===== config.mk =====
export PLATFORM = sky130hd
export DESIGN_NAME = rect_fill_sequencer
export DESIGN_NICKNAME = d
export VERILOG_FILES = /design/src/rtl/render_pkg.sv /design/src/rtl/rect_coord_stepper.sv /design/src/rtl/rect_fill_sequencer.sv
export SDC_FILE = /design/constraint.sdc
export NUM_CORES = 1
export LEC_CHECK = 0
export ABC_AREA = 1
export CELL_PAD_IN_SITES_DETAIL_PLACEMENT = 0
export CELL_PAD_IN_SITES_GLOBAL_PLACEMENT = 2
export CORE_MARGIN = 5
export CORE_UTILIZATION = 33
export CTS_CLUSTER_DIAMETER = 30
export DETAILED_ROUTE_END_ITERATION = 8
export PLACE_DENSITY_LB_ADDON = 0.15
export SLEW_MARGIN = 20
export SYNTH_ARGS = -nofsm -noshare
export SYNTH_HDL_FRONTEND = slang
export SYNTH_SLANG_ARGS = --single-unit

===== constraint.sdc =====
create_clock -name clk -period 5.5 [get_ports clk]
set_input_delay 0.825 -clock clk [delete_from_list [all_inputs] [get_ports clk]]
set_output_delay 0.825 -clock clk [all_outputs]
set_load 0.03 [all_outputs]

===== src/rtl/render_pkg.sv =====
// Shared constants and FSM state encoding for the rectangle fill sequencer.
package render_pkg;

  localparam int SCREEN_W = 320;
  localparam int SCREEN_H = 240;
  localparam int X_W      = 9;
  localparam int Y_W      = 8;
  localparam int COLOR_W  = 3;
  localparam int ADDR_W   = 17;

  typedef enum logic [1:0] {
    IDLE  = 2'd0,
    ARM   = 2'd1,
    RUN   = 2'd2,
    DRAIN = 2'd3
  } state_e;

endpackage


===== src/rtl/rect_coord_stepper.sv =====
// Walks col/row/k across a rectangle and forms the framebuffer address.
// Optional screen clipping flag is enabled by defining CLIP_EN.
module rect_coord_stepper
  import render_pkg::*;
(
  input  logic              clk,
  input  logic              reset,
  input  logic              clear,
  input  logic              step,
  input  logic [X_W-1:0]    x0,
  input  logic [Y_W-1:0]    y0,
  input  logic [X_W-1:0]    w,
  output logic [ADDR_W-1:0] k,
  output logic [ADDR_W-1:0] addr,
  output logic              on_screen
);

  logic [X_W-1:0]    col_q, col_d;
  logic [Y_W-1:0]    row_q, row_d;
  logic [ADDR_W-1:0] k_q, k_d;
  logic [ADDR_W-1:0] xs, ys;

  always_comb begin
    col_d = col_q;
    row_d = row_q;
    k_d   = k_q;
    if (clear) begin
      col_d = '0;
      row_d = '0;
      k_d   = '0;
    end else if (step) begin
      k_d = k_q + ADDR_W'(1);
      if (col_q == w - X_W'(1)) begin
        col_d = '0;
        row_d = row_q + Y_W'(1);
      end else begin
        col_d = col_q + X_W'(1);
      end
    end
  end

  always_ff @(posedge clk or posedge reset) begin
    if (reset) begin
      col_q <= '0;
      row_q <= '0;
      k_q   <= '0;
    end else begin
      col_q <= col_d;
      row_q <= row_d;
      k_q   <= k_d;
    end
  end

  // Screen coordinates are widened before the multiply so wrapping happens only at ADDR_W.
  always_comb begin
    xs   = ADDR_W'(x0) + ADDR_W'(col_q);
    ys   = ADDR_W'(y0) + ADDR_W'(row_q);
    addr = ys * ADDR_W'(SCREEN_W) + xs;
`ifdef CLIP_EN
    on_screen = (xs < ADDR_W'(SCREEN_W)) && (ys < ADDR_W'(SCREEN_H));
`else
    on_screen = 1'b1;
`endif
  end

  assign k = k_q;

endmodule


===== src/rtl/rect_fill_sequencer.sv =====
// Accepts a rectangle fill, arms the pixel counter and turns its index stream into
// framebuffer writes. Define CLIP_EN to suppress writes for off-screen pixels.
module rect_fill_sequencer
  import render_pkg::*;
(
  input  logic               clk,
  input  logic               reset,
  input  logic               req_valid,
  output logic               req_ready,
  input  logic [X_W-1:0]     req_x,
  input  logic [Y_W-1:0]     req_y,
  input  logic [X_W-1:0]     req_w,
  input  logic [Y_W-1:0]     req_h,
  input  logic [COLOR_W-1:0] req_color,
  output logic               start_count,
  output logic [ADDR_W-1:0]  limit,
  input  logic [ADDR_W-1:0]  cnt_idx,
  input  logic               cnt_done,
  output logic               fb_we,
  output logic [ADDR_W-1:0]  fb_addr,
  output logic [COLOR_W-1:0] fb_data,
  output logic               busy,
  output logic               err
);

  state_e             state_q, state_d;
  logic [X_W-1:0]     x_q, x_d;
  logic [Y_W-1:0]     y_q, y_d;
  logic [X_W-1:0]     w_q, w_d;
  logic [COLOR_W-1:0] color_q, color_d;
  logic [ADDR_W-1:0]  limit_q, limit_d;
  logic               err_q, err_d;
  logic               drain_q, drain_d;

  logic [ADDR_W-1:0]  k;
  logic [ADDR_W-1:0]  pix_addr;
  logic               on_screen;
  logic               running;

  assign running = (state_q == RUN);

  rect_coord_stepper u_stepper (
    .clk       (clk),
    .reset     (reset),
    .clear     (!running),
    .step      (running),
    .x0        (x_q),
    .y0        (y_q),
    .w         (w_q),
    .k         (k),
    .addr      (pix_addr),
    .on_screen (on_screen)
  );

  always_comb begin
    state_d = state_q;
    x_d     = x_q;
    y_d     = y_q;
    w_d     = w_q;
    color_d = color_q;
    limit_d = limit_q;
    err_d   = err_q;
    drain_d = drain_q;
    case (state_q)
      IDLE: begin
        if (req_valid) begin
          x_d     = req_x;
          y_d     = req_y;
          w_d     = req_w;
          color_d = req_color;
          limit_d = ADDR_W'(req_w) * ADDR_W'(req_h);
          err_d   = 1'b0;
          if (req_w != '0 && req_h != '0) begin
            state_d = ARM;
          end
        end
      end
      ARM: begin
        state_d = RUN;
      end
      RUN: begin
        if (cnt_idx != k) begin
          err_d = 1'b1;
        end
        // An early finish from the counter abandons the rectangle.
        if (cnt_done) begin
          err_d   = 1'b1;
          state_d = IDLE;
        end else if (k == limit_q - ADDR_W'(1)) begin
          drain_d = 1'b0;
          state_d = DRAIN;
        end
      end
      DRAIN: begin
        if (cnt_done) begin
          state_d = IDLE;
        end else if (drain_q) begin
          err_d   = 1'b1;
          state_d = IDLE;
        end else begin
          drain_d = 1'b1;
        end
      end
      default: state_d = IDLE;
    endcase
  end

  always_ff @(posedge clk or posedge reset) begin
    if (reset) begin
      state_q <= IDLE;
      x_q     <= '0;
      y_q     <= '0;
      w_q     <= '0;
      color_q <= '0;
      limit_q <= '0;
      err_q   <= 1'b0;
      drain_q <= 1'b0;
    end else begin
      state_q <= state_d;
      x_q     <= x_d;
      y_q     <= y_d;
      w_q     <= w_d;
      color_q <= color_d;
      limit_q <= limit_d;
      err_q   <= err_d;
      drain_q <= drain_d;
    end
  end

  assign req_ready   = (state_q == IDLE);
  assign busy        = (state_q != IDLE);
  assign start_count = (state_q == ARM);
  assign limit       = limit_q;
  assign err         = err_q;
  assign fb_we       = running && on_screen;
  assign fb_addr     = running ? pix_addr : '0;
  assign fb_data     = running ? color_q : '0;

endmodule


==> results_tabular.tex, run 1 <==
\begin{tabular}{lr}
\hline
Metric & Value \\
\hline
\multicolumn{2}{l}{\textbf{Global routing}} \\
\quad Via count of the first global-routing pass & 7,693 \\
\quad Total track usage & 0.154 \\
\quad Gr ovfl total & 0 \\
\quad Pin count of the biggest net entering global routing & 58 \\
\quad Antenna violations before repair & 1 \\
\quad Wire length of the first global-routing pass & between 30 and 40 mm \\
\multicolumn{2}{l}{\textbf{Placement}} \\
\quad Total placed cells including tap cells & between 1,500 and 2,000 \\
\quad Number of port buffers & 99 \\
\quad RD Place Congestion & roughly 0.83 \\
\quad DP Wirelength & about 19 mm \\
\multicolumn{2}{l}{\textbf{Floorplanning}} \\
\quad Area of the core & 0.0261 mm2 \\
\quad Number of placed I/O pins & 100 \\
\quad Die Footprint & 0.0299 mm2 \\
\quad Die extent in y & 173 um \\
\quad Site Rows & 59 \\
\quad Starting utilization of the core area & 0.336 \\
\quad Horizontal die dimension & 173 um \\
\multicolumn{2}{l}{\textbf{Timing}} \\
\quad Final clock skew & roughly 12 ps \\
\quad Final critical delay including setup and external delays & 5090 ps \\
\quad Actual slew at the worst max-slew pin & 693 ps \\
\quad Unrepaired setup endpoints after global routing & no \\
\quad Aggregate negative setup slack & 0 ps \\
\quad Period Utilization, post-route & 0.925 \\
\quad Finish-stage setup viols & 0 \\
\quad Peak clock frequency supported by timing & just under 0.2 GHz \\
\quad Final slew viol count & 0 \\
\quad Headroom to the max-slew limit & 0.537 \\
\quad Hold Violations, Final & 0 \\
\multicolumn{2}{l}{\textbf{Clock tree}} \\
\quad Clock latency on the worst-skew pair & $\sim$350 ps \\
\quad Post-CTS setup buffer count & 0 \\
\quad H-tree lvl count & 3 \\
\quad Root Buffer Master & clkbuf\_16 \\
\quad CTS Hold Buffers Added & 0 \\
\quad Clock transition at the register clock pins on the worst setup and hold paths after CTS & 80 ps \\
\quad Maximum buffer depth of the clock tree & 2 \\
\quad CTS tree & built \\
\quad Number of clock buffers inserted by TritonCTS & 9 \\
\quad TritonCTS sink count & 84 \\
\multicolumn{2}{l}{\textbf{Detailed routing}} \\
\quad Remaining routing DRC violations & 0 \\
\quad Wire length reported by the detailed router & 22.8 mm \\
\quad Avg WL per Cell & 13.6 um \\
\quad Total vias in the final route & 7,728 \\
\quad Pre-antenna DRT Iters & 4 \\
\quad Via count normalized by instance count & 4.60 \\
\quad Antenna-violating nets left & 0 \\
\quad 1st-iter DRT viols & 303 \\
\multicolumn{2}{l}{\textbf{Synth}} \\
\quad EDFF count, synth & 0 \\
\quad Number of nets produced by synthesis & about 1,400 \\
\quad FFs w/ async S/R, synth & 1.00 \\
\quad Mean Syn Cell Area & 7.04 um2 \\
\quad Yosys warns & 0 \\
\quad Post-synth design cell area & about 0.0088 mm2 \\
\quad Total of flip-flops plus latches after synthesis & 84 \\
\quad Number of unique standard cell types used by synthesis & 44 \\
\quad Dominant register cell in the synthesized netlist & dfrtp\_1 \\
\quad Sequential cell area fraction in the yosys report & 0.240 \\
\quad Synth Instances & roughly 1,200 \\
\multicolumn{2}{l}{\textbf{Layout}} \\
\quad Post-layout instance count excluding filler cells & 1,679 \\
\quad Layout cell share with drive strength beyond 1 & 0.0611 \\
\quad Area growth, synth to finish & 19.8\% \\
\quad Number of nets in the layout & between 1,500 and 2,000 \\
\multicolumn{2}{l}{\textbf{Setup path}} \\
\quad Reg2reg setup slack & 2750 ps \\
\quad Nature of the critical path endpoint & output port \\
\quad Startpoint class of the critical path & register \\
\quad Number of cells on the worst reg-to-reg path & 9 \\
\quad Setup CP Type & register to output port \\
\quad Crit path required time & 4680 ps \\
\quad Crit-path max FO & 6 \\
\quad WP data arrival & 4260 ps \\
\multicolumn{2}{l}{\textbf{Min path}} \\
\quad Number of stages on the worst hold path & 2 \\
\quad Hold/Removal Path Class & register to register \\
\multicolumn{2}{l}{\textbf{Run status}} \\
\quad Status & completed \\
\multicolumn{2}{l}{\textbf{Pwr}} \\
\quad Power density cells & 462 mW/mm2 \\
\quad Peak supply drop & 0.000355 V \\
\quad Static power due to leakage & 5.59 nW \\
\multicolumn{2}{l}{\textbf{Run}} \\
\quad Max Cap Violations & 0 \\
\hline
\end{tabular}
## cell usage in the layout (no fill, tap or decap), drive strengths merged, types with 2 or more instances in the layout
cell and instances:
o211ai 4, clkinv 3, xnor2 25, or2 12
nor2 115, dfrtp 84, nand4 20, clkdlybuf4s50 94
buf 19, nand3b 3, inv 233, nand2 330
clkbuf 11, o31ai 2, a211oi 2, dlymetal6s2s 3
a21o 3, o21a 2, o21bai 2, fa 46
nand3 62, nor3 22, o21ai 55, a31oi 6
ha 75, a21oi 62, nor3b 2, xor2 33
nor4 6
## where the power goes
group	internal [W]	leakage, nW	switching, W
logic	0.00121	4.35	0.00195
registers	0.000811	1.09	0.000226
clock network	0.000364	0.152	0.000283
## Yosys cell counts, drive strengths merged (3+ instances only)
master	number	area, um2
nand4	20	125
xnor2	25	219
nor3	22	140
a21oi	62	310
xor2	33	289
fa	46	921
inv	229	860
clkbuf	30	113
nor2	115	467
nor4	6	52.6
a31oi	6	37.5
or2	12	75.1
dfrtp	84	2100
a21o	3	22.5
nand3b	3	22.5
buf	5	38.8
ha	75	938
nand3	62	320
o21ai	55	275
nand2	330	1270
o211ai	4	30.0
## per-layer routing
layer  routed length (um)  vias up  global-route usage
li1                     -     4079                   -
met1                11800     3544               0.225
met2                10100       98               0.246
met3                  695        7              0.0223
met4                  158        0              0.0278
met5                    0        -                   0
## logic make-up after synthesis
kind of cell               count (synthesis)  synth area share
and+or+nand+nor                          574             0.286
buffers and inverters                    266             0.116
AOI/OAI and AO/OA                        141            0.0866
adders and majority gates                121             0.212
DFF                                       84             0.240
xor gates and xnor gates                  58            0.0580
## worst paths after layout
| kind | startpoint | to |
|---|---|---|
| max in group asynchronous | reset | limit[8] |
| min | y_q[0] | y_q[0] |
| max reg2reg | state_q[1] | err |
| min in group asynchronous | reset | color_q[2] |
| min reg2reg | y_q[0] | y_q[0] |
| max | u_stepper.col_q[0] | fb_addr[11] |
## stage by stage
| stage | hold WS [ps] | utilization | area, um2 | worst slack (ps) | power, W |
|---|---|---|---|---|---|
| after floorplan | 446 | - | 8750 | 635 | 0.00330 |
| after global placement | 459 | 0.390 | 10200 | 218 | 0.00424 |
| after detailed placement | 468 | 0.390 | 10200 | 136 | 0.00424 |
| after CTS | 486 | 0.402 | 10500 | 54.2 | 0.00492 |
| after global routing | 503 | 0.402 | 10500 | 18.6 | 0.00538 |
| final | 478 | 0.402 | 10500 | 412 | 0.00484 |
## worst max-delay path, cell delays in order (launching register included)
cell and delay (ps):
dfrtp_1 440, ha_1 270, fa_1 420, nand3_1 100, nand3_1 110, nand2_1 80, nand2_1 50, a21oi_1 220
o21ai_0 120, a21oi_1 170, xnor2_1 210, ha_1 350, a21oi_1 140, nand2_1 90, a21oi_1 150, nor2_1 70
nand2_1 80, inv_1 50, nor2_1 110, clkdlybuf4s50_1 680
## flip-flops by register name, indices dropped and copies added (netlist names)
register,flops
drain_q,1
u_stepper.k,17
limit,17
u_stepper.row_q,8
err,1
w_q,9
color_q,3
state_q,2
u_stepper.col_q,9
x_q,9
y_q,8
## what timing repair did
action                                  4_1_cts  5_1_grt
resized for setup                             2       10
gates cloned                                  0        0
endpoints found under the setup margin        2        5
## final cells by class
class | instances | area [um2]
diodes | 1 | 2.50
clock buffers | 9 | 225
clock inverters | 7 | 91.3
fillers | 2820 | 15600
inverters | 231 | 868
multi-input cells | 894 | 5650
flip-flops and latches | 84 | 2100
well taps | 335 | 419
repair buffers | 118 | 1130
Note: power is estimated with default switching activity, not from simulation.
==> run 2: changes to the inputs <==
Settings changed: CORE_UTILIZATION 33 to 35.
Clock period 5.5 ns to 6 ns, I/O delays scaled along.
==> run 2 against run 1 <==
Setup slack better by 190 ps. Register-to-register slack better by 680 ps. Clock power is 13% lower. Clock skew rose by 6.6 ps. Core utilization rose by 2.4 points. Design area decreased by 0.55%. Largest power group unchanged. Sequential share of layout area rose by 0.11 points. Flip-flop and latch count unchanged. Critical endpoint is now fb_addr[14].
==> results_tabular.tex, run 2 (synthesis results as in run 1) <==
\begin{tabular}{lr}
\hline
Metric & Value \\
\hline
\multicolumn{2}{l}{\textbf{Pwr}} \\
\quad Static power due to leakage & 5.54 nW (was 5.59 nW) \\
\quad Peak supply drop & 0.000307 V (was 0.000355 V) \\
\quad Power density cells & 420 mW/mm2 (was 462 mW/mm2) \\
\multicolumn{2}{l}{\textbf{Layout}} \\
\quad Post-layout instance count excluding filler cells & 1,664 (was 1,679) \\
\quad Layout cell share with drive strength beyond 1 & 0.0560 (was 0.0611) \\
\quad Area growth, synth to finish & 19.2\% (was 19.8\%) \\
\quad Diode insertion count for antenna repair & 0 (was 1) \\
\quad FILL cells & 2,645 (was 2,820) \\
\quad Commonest cells after routing, fill and taps aside & 321 x nand2\_1, 225 x inv\_1, 106 x nor2\_1 (unchanged) \\
\quad Number of nets in the layout & 1,514 (was 1,517) \\
\quad Combined flip-flop and latch cell area & 0.00210 mm2 (unchanged) \\
\quad Area of the multi-input gates & 0.00564 mm2 (was 0.00565 mm2) \\
\quad Most common cell after layout, fill and taps aside & nand2\_1 (unchanged) \\
\multicolumn{2}{l}{\textbf{Placement}} \\
\quad Number of port buffers & 99 (unchanged) \\
\quad RD Place Congestion & 0.840 (was 0.832) \\
\quad Total placed cells including tap cells & 1,648 (was 1,662) \\
\quad DP Wirelength & 18.1 mm (was 18.6 mm) \\
\quad Setup slack at placement & 387 ps (was 136 ps) \\
\multicolumn{2}{l}{\textbf{Setup path}} \\
\quad Number of cells on the worst reg-to-reg path & 10 (was 9) \\
\quad Slowest cell on crit path & clkdlybuf4s50\_1 (unchanged) \\
\quad Reg2reg setup slack & 3430 ps (was 2750 ps) \\
\quad Capture point of the worst path & fb\_addr[14] (was fb\_addr[11]) \\
\quad Reg2reg start & state\_q[1] (unchanged) \\
\quad WP data arrival & 4500 ps (was 4260 ps) \\
\quad Worst setup path startpoint & u\_stepper.row\_q[0] (was u\_stepper.col\_q[0]) \\
\quad Worst reg2reg path endpoint & err (unchanged) \\
\quad Startpoint class of the critical path & register (unchanged) \\
\quad Crit path required time & 5100 ps (was 4680 ps) \\
\quad Cell Chain, Critical Path & ha\_1, fa\_1, a21oi\_1, o21ai\_0, a21oi\_1, nor2\_1, nor2\_1, xor2\_1, inv\_1, ha\_1, ha\_1, nand2\_1, inv\_1, nand4\_1, o211ai\_1, xnor2\_1, o21ai\_0, a21oi\_1, clkdlybuf4s50\_1 (was ha\_1, fa\_1, nand3\_1, nand3\_1, nand2\_1, nand2\_1, a21oi\_1, o21ai\_0, a21oi\_1, xnor2\_1, ha\_1, a21oi\_1, nand2\_1, a21oi\_1, nor2\_1, nand2\_1, inv\_1, nor2\_1, clkdlybuf4s50\_1) \\
\quad Crit-path max FO & 4 (was 6) \\
\quad Nature of the critical path endpoint & output port (unchanged) \\
\quad Setup CP Type & register to output port (unchanged) \\
\quad Max stage delay on crit path & 680 ps (about the same) \\
\multicolumn{2}{l}{\textbf{Timing}} \\
\quad Headroom to the max-slew limit & 0.514 (was 0.537) \\
\quad Finish-stage setup viols & 0 (unchanged) \\
\quad Final slew viol count & 0 (unchanged) \\
\quad Worst-case hold slack & 485 ps (was 478 ps) \\
\quad Period Utilization, post-route & 0.899 \\
\quad Unrepaired setup endpoints after global routing & no (unchanged) \\
\quad Final critical delay including setup and external delays & 5400 ps \\
\quad Worst setup margin & 603 ps (was 412 ps) \\
\quad Final clock skew & 18.3 ps (was 11.7 ps) \\
\quad Aggregate negative setup slack & 0 ps (unchanged) \\
\quad Peak clock frequency supported by timing & 0.185 GHz \\
\quad Actual slew at the worst max-slew pin & 729 ps (was 693 ps) \\
\quad Hold Violations, Final & 0 (unchanged) \\
\multicolumn{2}{l}{\textbf{Floorplanning}} \\
\quad Site Rows & 57 (was 59) \\
\quad Die Footprint & 0.0283 mm2 (was 0.0299 mm2) \\
\quad Horizontal die dimension & 168 um (was 173 um) \\
\quad Die extent in y & 168 um (was 173 um) \\
\quad Area of the core & 0.0245 mm2 (was 0.0261 mm2) \\
\quad Number of placed I/O pins & 100 (unchanged) \\
\quad Starting utilization of the core area & 0.358 (was 0.336) \\
\multicolumn{2}{l}{\textbf{Clock tree}} \\
\quad CTS tree & built (unchanged) \\
\quad Clock latency on the worst-skew pair & 360 ps (was 350 ps) \\
\quad Maximum buffer depth of the clock tree & 2 (unchanged) \\
\quad Clock transition at the register clock pins on the worst setup and hold paths after CTS & 80 ps (about the same) \\
\quad Number of clock buffers inserted by TritonCTS & 9 (unchanged) \\
\quad Root Buffer Master & clkbuf\_16 (unchanged) \\
\quad H-tree lvl count & 3 (unchanged) \\
\quad TritonCTS sink count & 84 (unchanged) \\
\multicolumn{2}{l}{\textbf{Detailed routing}} \\
\quad 1st-iter DRT viols & 336 (was 303) \\
\quad Via count normalized by instance count & 4.57 (was 4.60) \\
\quad Wire length reported by the detailed router & 22.2 mm (was 22.8 mm) \\
\quad Pre-antenna DRT Iters & 4 (unchanged) \\
\quad Total vias in the final route & 7,612 (was 7,728) \\
\quad Avg WL per Cell & 13.4 um (was 13.6 um) \\
\quad Remaining routing DRC violations & 0 (unchanged) \\
\quad Antenna-violating nets left & 0 (unchanged) \\
\multicolumn{2}{l}{\textbf{Global routing}} \\
\quad Antenna violations before repair & 0 (was 1) \\
\quad Pin count of the biggest net entering global routing & 58 (unchanged) \\
\quad Gr ovfl total & 0 (unchanged) \\
\quad Wire length of the first global-routing pass & 37.5 mm (was 38.9 mm) \\
\quad Via count of the first global-routing pass & 7,486 (was 7,693) \\
\quad Total track usage & 0.161 (was 0.154) \\
\multicolumn{2}{l}{\textbf{Run}} \\
\quad Max Cap Violations & 0 (unchanged) \\
\multicolumn{2}{l}{\textbf{Run status}} \\
\quad Status & completed (unchanged) \\
\multicolumn{2}{l}{\textbf{Min path}} \\
\quad Hold/Removal Path Class & register to register (unchanged) \\
\hline
\end{tabular}
## run 2: per-stage QoR
step / power, W / cell area [um2] / util
floorplan: 0.00302 / 8750 / -
global placement: 0.00386 / 10100 / 0.414
detailed placement: 0.00386 / 10100 / 0.414
CTS: 0.00446 / 10400 / 0.426
global route: 0.00486 / 10400 / 0.426
finish: 0.00438 / 10400 / 0.426
## run 2: layout make-up
cell class,instances,area share
inverter,231,0.0833
clock inverter,7,0.00696
multi-input combinational,894,0.541
sequential,84,0.202
timing repair buffer,115,0.107
clock buffer,9,0.0216
tap,324,0.0389
## run 2: how the worst min path moves through the flow
stage | from | end | slack, ps | depth (start not counted)
final | x_q[0] | x_q[0] | 490 | 2
after global routing | x_q[2] | x_q[2] | 510 | 2
after CTS | y_q[7] | y_q[7] | 480 | 2
after detailed placement | y_q[7] | y_q[7] | 470 | 2
after global placement | y_q[7] | y_q[7] | 460 | 2
after floorplan | x_q[0] | x_q[0] | 450 | 2
## run 2: metal layers
metal / track usage / part of all wire
met1: 0.229 / 0.52
met2: 0.265 / 0.44
met3: 0.0204 / 0.035
met4: 0.0307 / 0.0076
met5: 0 / 0
## run 2: timing repair
action	in CTS	in global routing
setup endpoints to repair	0	2
buffers inserted	0	0
hold buffers	0	0
resized for setup	0	2
## run 2: power by group
part / switching, W / leakage [nW] / total (W) / internal [W]
clock network: 0.000272 / 0.144 / 0.000567 / 0.000295
logic: 0.00176 / 4.31 / 0.00286 / 0.00110
registers: 0.000200 / 1.09 / 0.000944 / 0.000744
total: 0.00224 / 5.54 / 0.00438 / 0.00214
## run 2: worst max-delay path, delay by kind of cell, from the launching register on
kind	cells	cell delay (ps)
AO/OA/AOI/OAI	6	850
XOR/XNOR	2	450
adder cells (fa/ha/maj)	4	1290
buffers and inverters	3	800
flip-flops	1	420
AND/OR/NAND/NOR	4	310
